File: config.mk
export PLATFORM = sky130hd
export DESIGN_NAME = instr_fetch_unit
export DESIGN_NICKNAME = d
export VERILOG_FILES = /design/src/rtl/instr_fetch_unit.sv
export SDC_FILE = /design/constraint.sdc
export NUM_CORES = 1
export LEC_CHECK = 0
export ABC_AREA = 1
export BUFFER_PORTS_ARGS = -buffer_cell sky130_fd_sc_hd__buf_4
export CORE_MARGIN = 2
export CORE_UTILIZATION = 45
export CTS_CLUSTER_DIAMETER = 100
export DETAILED_ROUTE_END_ITERATION = 8
export GPL_ROUTABILITY_DRIVEN = 0
export GPL_TIMING_DRIVEN = 0
export PLACE_DENSITY = 0.63
export SYNTH_ARGS = -nofsm -noshare
export SYNTH_HDL_FRONTEND = slang
export SYNTH_SLANG_ARGS = --single-unit
export TNS_END_PERCENT = 10
File: constraint.sdc
create_clock -name clk -period 11.55 [get_ports clk]
set_input_delay 2.31 -clock clk [delete_from_list [all_inputs] [get_ports clk]]
set_output_delay 2.31 -clock clk [all_outputs]
set_load 0.005 [all_outputs]
File: src/rtl/instr_fetch_unit.sv
`default_nettype none
// ============================================================================
// Module      : instr_fetch_unit
// Description : Program counter and instruction fetch over req/ack, with a
//               valid/ready hand-off to decode. Optional HALT state when the
//               IFU_HALT_EN macro is defined.
// Revision    : 1.0 - initial release
// ============================================================================
module instr_fetch_unit #(
    parameter logic [31:0] RESET_PC = 32'h0000_0000,
    parameter int unsigned COUNT_W  = 32
) (
    input  logic               clk,
    input  logic               reset,
    output logic               imem_req,
    output logic [31:0]        imem_addr,
    input  logic               imem_ack,
    input  logic [31:0]        imem_rdata,
    output logic               instr_valid,
    input  logic               instr_ready,
    output logic [31:0]        instruction,
    output logic [31:0]        instr_pc,
    input  logic               Branch,
    input  logic               jump,
    input  logic               zero,
    output logic [COUNT_W-1:0] retired,
    output logic               halted
);

`ifdef IFU_HALT_EN
    typedef enum logic [1:0] {ST_IDLE, ST_FETCH, ST_HOLD, ST_HALT} state_t;
    localparam logic [5:0] c_halt_op = 6'b111111;
`else
    typedef enum logic [1:0] {ST_IDLE, ST_FETCH, ST_HOLD} state_t;
`endif

    localparam logic [COUNT_W-1:0] c_one = {{(COUNT_W-1){1'b0}}, 1'b1};

    state_t             r_state;
    state_t             w_state_next;
    logic [31:0]        r_pc;
    logic [31:0]        r_instr;
    logic [31:0]        r_instr_pc;
    logic [COUNT_W-1:0] r_retired;

    logic               w_capture;
    logic               w_accept;
    logic [31:0]        w_pc4;
    logic [31:0]        w_jump_target;
    logic [31:0]        w_branch_off;
    logic [31:0]        w_next_pc;

    always_ff @(posedge clk or posedge reset) begin
        if (reset) begin
            r_state <= ST_IDLE;
        end else begin
            r_state <= w_state_next;
        end
    end

    // HOLD is the only state with instr_valid high, so accept needs only ready.
    always_comb begin
        w_state_next = r_state;
        w_capture    = 1'b0;
        w_accept     = 1'b0;
        case (r_state)
            ST_IDLE: begin
                w_state_next = ST_FETCH;
            end
            ST_FETCH: begin
                if (imem_ack) begin
                    w_capture    = 1'b1;
                    w_state_next = ST_HOLD;
                end
            end
            ST_HOLD: begin
                if (instr_ready) begin
                    w_accept     = 1'b1;
                    w_state_next = ST_FETCH;
`ifdef IFU_HALT_EN
                    if (r_instr[31:26] == c_halt_op) begin
                        w_state_next = ST_HALT;
                    end
`endif
                end
            end
            default: begin
                w_state_next = r_state;
            end
        endcase
    end

    always_comb begin
        w_pc4         = r_instr_pc + 32'd4;
        w_jump_target = {w_pc4[31:28], r_instr[25:0], 2'b00};
        w_branch_off  = {{14{r_instr[15]}}, r_instr[15:0], 2'b00};
        if (jump) begin
            w_next_pc = w_jump_target;
        end else if (Branch & zero) begin
            w_next_pc = w_pc4 + w_branch_off;
        end else begin
            w_next_pc = w_pc4;
        end
    end

    always_ff @(posedge clk or posedge reset) begin
        if (reset) begin
            r_pc       <= RESET_PC;
            r_instr    <= 32'd0;
            r_instr_pc <= 32'd0;
            r_retired  <= '0;
        end else begin
            if (w_capture) begin
                r_instr    <= imem_rdata;
                r_instr_pc <= r_pc;
            end
            if (w_accept) begin
                r_pc      <= w_next_pc;
                r_retired <= r_retired + c_one;
            end
        end
    end

    assign imem_req    = (r_state == ST_FETCH);
    assign imem_addr   = r_pc;
    assign instr_valid = (r_state == ST_HOLD);
    assign instruction = r_instr;
    assign instr_pc    = r_instr_pc;
    assign retired     = r_retired;

`ifdef IFU_HALT_EN
    assign halted = (r_state == ST_HALT);
`else
    assign halted = 1'b0;
`endif

endmodule
`default_nettype wire

==> results by group <==
Timing
  • Final hold vios: 0
  • Sum Neg Setup Slack: 0 ns
  • Slew margin rel.: roughly two fifths
  • Slew @ Worst Pin: just under 0.9 ns
  • Unrepaired setup endpoints after global routing: no
  • Fmax: between 200 and 300 MHz
  • Smallest setup slack after layout: roughly 7.6 ns
  • Final Setup Violations: 0
  • Worst hold margin: just under 0.5 ns
  • Worst Skew: 0.0101 ns
  • Tmin final: 3.97 ns
  • Period utilization: between 30 and 40%
  • Slew Limit Fails: 0

Hold path
  • Hold path depth: 1
  • Hold Crit Start: retired[31]
  • Hold WC Path Type: flop to flop
  • WHS Endpoint: retired[31]

Clocking
  • CTS Hold Bufs: 0
  • CTS tree: built
  • Post-cts sizing count: 0
  • Clock Path Buffers: 2
  • CTS H-tree depth: 4
  • Root Driver: clkbuf_16
  • CTS buffer count: 17
  • Setup repair bufs after CTS: 0
  • Clk pin slew, worst setup/hold paths: roughly 0.06 ns
  • Number of clock sinks: 130
  • Clock latency on the worst-skew pair: 0.42 ns

Synthesis
  • Cells after Synth: roughly 1200
  • Xor/xnor share of the synthesized area: roughly 5.2%
  • Adder-cell share of the synthesized area: under 10%
  • Synth Area in Compound Gates: 9.32%
  • Post-synthesis sequential area ratio: 37.2%
  • Async set-reset flop share out of synthesis: 100%
  • Post-synth EDFFs: 0
  • Top_reg_cell synth: dfrtp_1
  • Largest family of logic cells by synthesized area: simple AND/OR/NAND/NOR gates
  • Syn_area_per_cell: 7.02 um^2
  • Yosys warns: 0
  • Post-Synth Simple-Gate Area: a little under a third
  • Post-synth cell types: 44
  • Mux cell area share after synthesis: approximately 2%
  • Mapped cell area: around 8800 um^2
  • Number of synthesized register bits: 130
  • Syn Nets: approximately 1300

Global routing
  • Largest net degree at the start of global routing: 84
  • Vias in the first global route: 8142
  • Initial antenna violation count: 0
  • Gr usage total: roughly 29%
  • First-pass GRT wire length: about 45 mm
  • Total grt overflow: 0

Critical path
  • Max incr delay on CP: 0.44 ns
  • Flop-to-flop setup slack: between 8 and 9 ns
  • CP Max Fanout: 10
  • Crit-path leading delay family: buffers and inverters
  • Worst reg2reg endpoint: imem_addr[23]
  • R2r worst-path depth: 18
  • Reg2reg start: instr_pc[10]
  • CP Capture Type: flop
  • Element type at the critical path start: input pin
  • Crit path buf inv count: 3
  • Setup CP Type: input pin to flop
  • CP arrival: between 4 and 5 ns
  • Crit path cell chain: buf_4 > nand2_1 > clkinv_1 > clkbuf_1 > nand3_1 > nand3_1 > o211ai_1 > nand2_1
  • Worst path required time: ~12 ns
  • Slowest cell on crit path: clkinv_1

Power
  • Pwr Total: between 3 and 4 mW
  • Worst-case vdd ir drop: approximately 0.00013 V
  • Pwr dens: approximately 300 nW/um^2
  • Leakage: 5.95 nW

Final layout
  • Area Overhead vs Synth: 25.8%
  • Layout cells sized above 1: between 10% and 20%
  • Antenna Cells: 0
  • Design area: roughly 11000 um^2
  • Nets: between 1500 and 2000

Placed design
  • DP Area: roughly 10000 um^2
  • Buffers added on ports: about 170
  • Post-DP HPWL: approximately 23 mm
  • Pre-CTS setup slack: a little over 7 ns

Route
  • Post-DRT Antenna Nets: 0
  • DR vias: a little under 9000
  • Routed len/inst: 16.9 um
  • Drt pass-1 iters: 6
  • DRC: 0
  • DRT Wirelength: 28.8 mm
  • Avg Vias per Cell: a little over 5
  • DRT iter0 DRCs: 587

Run status
  • Status: finished, final reports clean

Floorplan
  • Initial Util: 45.4%
  • DIE AREA: roughly 20000 um^2
  • DIE WIDTH: 143 um
  • Cell Rows: just over 50
  • I/O pin cnt: between 150 and 200
  • Chip height: 143 um
  • CORE AREA: about 19000 um^2

Run
  • Maxcap violations: 0
[placed cells by master (no fill, tap or decap), types with 20 or more instances in the layout]
cell type / instances
ha_1: 38
nand2_1: 377
xor2_1: 34
nand3_1: 84
nor2_1: 123
a21oi_1: 86
clkbuf_1: 25
inv_1: 165
o21ai_0: 46
nor3_1: 20
dfrtp_1: 130
buf_4: 168
[sequential cells by signal, summed over array words and instances (netlist names)]
signal       flops
r_state          2
instr_pc        32
retired         32
instruction     32
imem_addr       32
[Yosys cell counts (5+ instances only)]
library cell,count,area [um^2]
a21oi_1,86,430
clkbuf_1,25,93.8
dfrtp_1,130,3250
ha_1,38,475
inv_1,166,623
mux2_2,16,180
nand2_1,377,1420
nand3_1,84,420
nand3b_1,5,37.5
nand4_1,11,68.8
nor2_1,123,462
nor3_1,20,100
o21ai_0,46,230
o21ai_1,5,25.0
o21bai_1,9,67.6
or2_2,5,31.3
xnor2_1,18,158
xor2_1,34,298
[final cells by class]
type	count	area [um^2]
clock inverters	14	199
plain buffers	30	119
inverters	172	651
multi-input cells	914	4730
clock buffers	18	439
well taps	265	332
fillers	1899	8260
repair buffers	168	1280
flip-flops and latches	130	3250
[kinds of logic after synthesis]
group,count (synthesis)
flops,130
simple gates,651
other cells,1
mux,16
xor+xnor,52
fa+ha+maj,39
compound gates,155
buf+inv,202
[report_power, final]
| part | internal, mW | switching (mW) |
|---|---|---|
| combinational | 0.754 | 1.12 |
| clock | 0.370 | 0.217 |
| sequential | 0.628 | 0.216 |
[routing by layer]
| layer | GRT usage [%] | wire (um) | vias to the layer above |
|---|---|---|---|
| met5 | 0 | 0 | - |
| met4 | 9.70 | 702 | 0 |
| met3 | 5.96 | 2120 | 48 |
| met2 | 45.6 | 13400 | 301 |
| met1 | 38.8 | 12600 | 4108 |
| li1 | - | - | 4317 |
[how the worst max path moves through the flow]
| stage | slack, ns | depth (start not counted) | to | startpoint |
|---|---|---|---|---|
| floorplan | 5.77 | 1 | imem_addr[0] | reset |
| global placement | 4.12 | 2 | imem_addr[29] | reset |
| detailed placement | 7.26 | 8 | imem_addr[11] | Branch |
| CTS | 7.61 | 1 | instruction[15] | instruction[15] |
| global route | 7.50 | 7 | imem_addr[9] | instr_ready |
| finish | 7.58 | 8 | imem_addr[11] | Branch |
[metrics by stage]
stage,std cells,utilization (%)
detailed placement,1679,53.8
global placement,1678,53.6
floorplan,1246,-
finish,1711,57.1
global route,1711,57.1
CTS,1711,57.1
No activity file was read; power rests on OpenSTA's default activity.
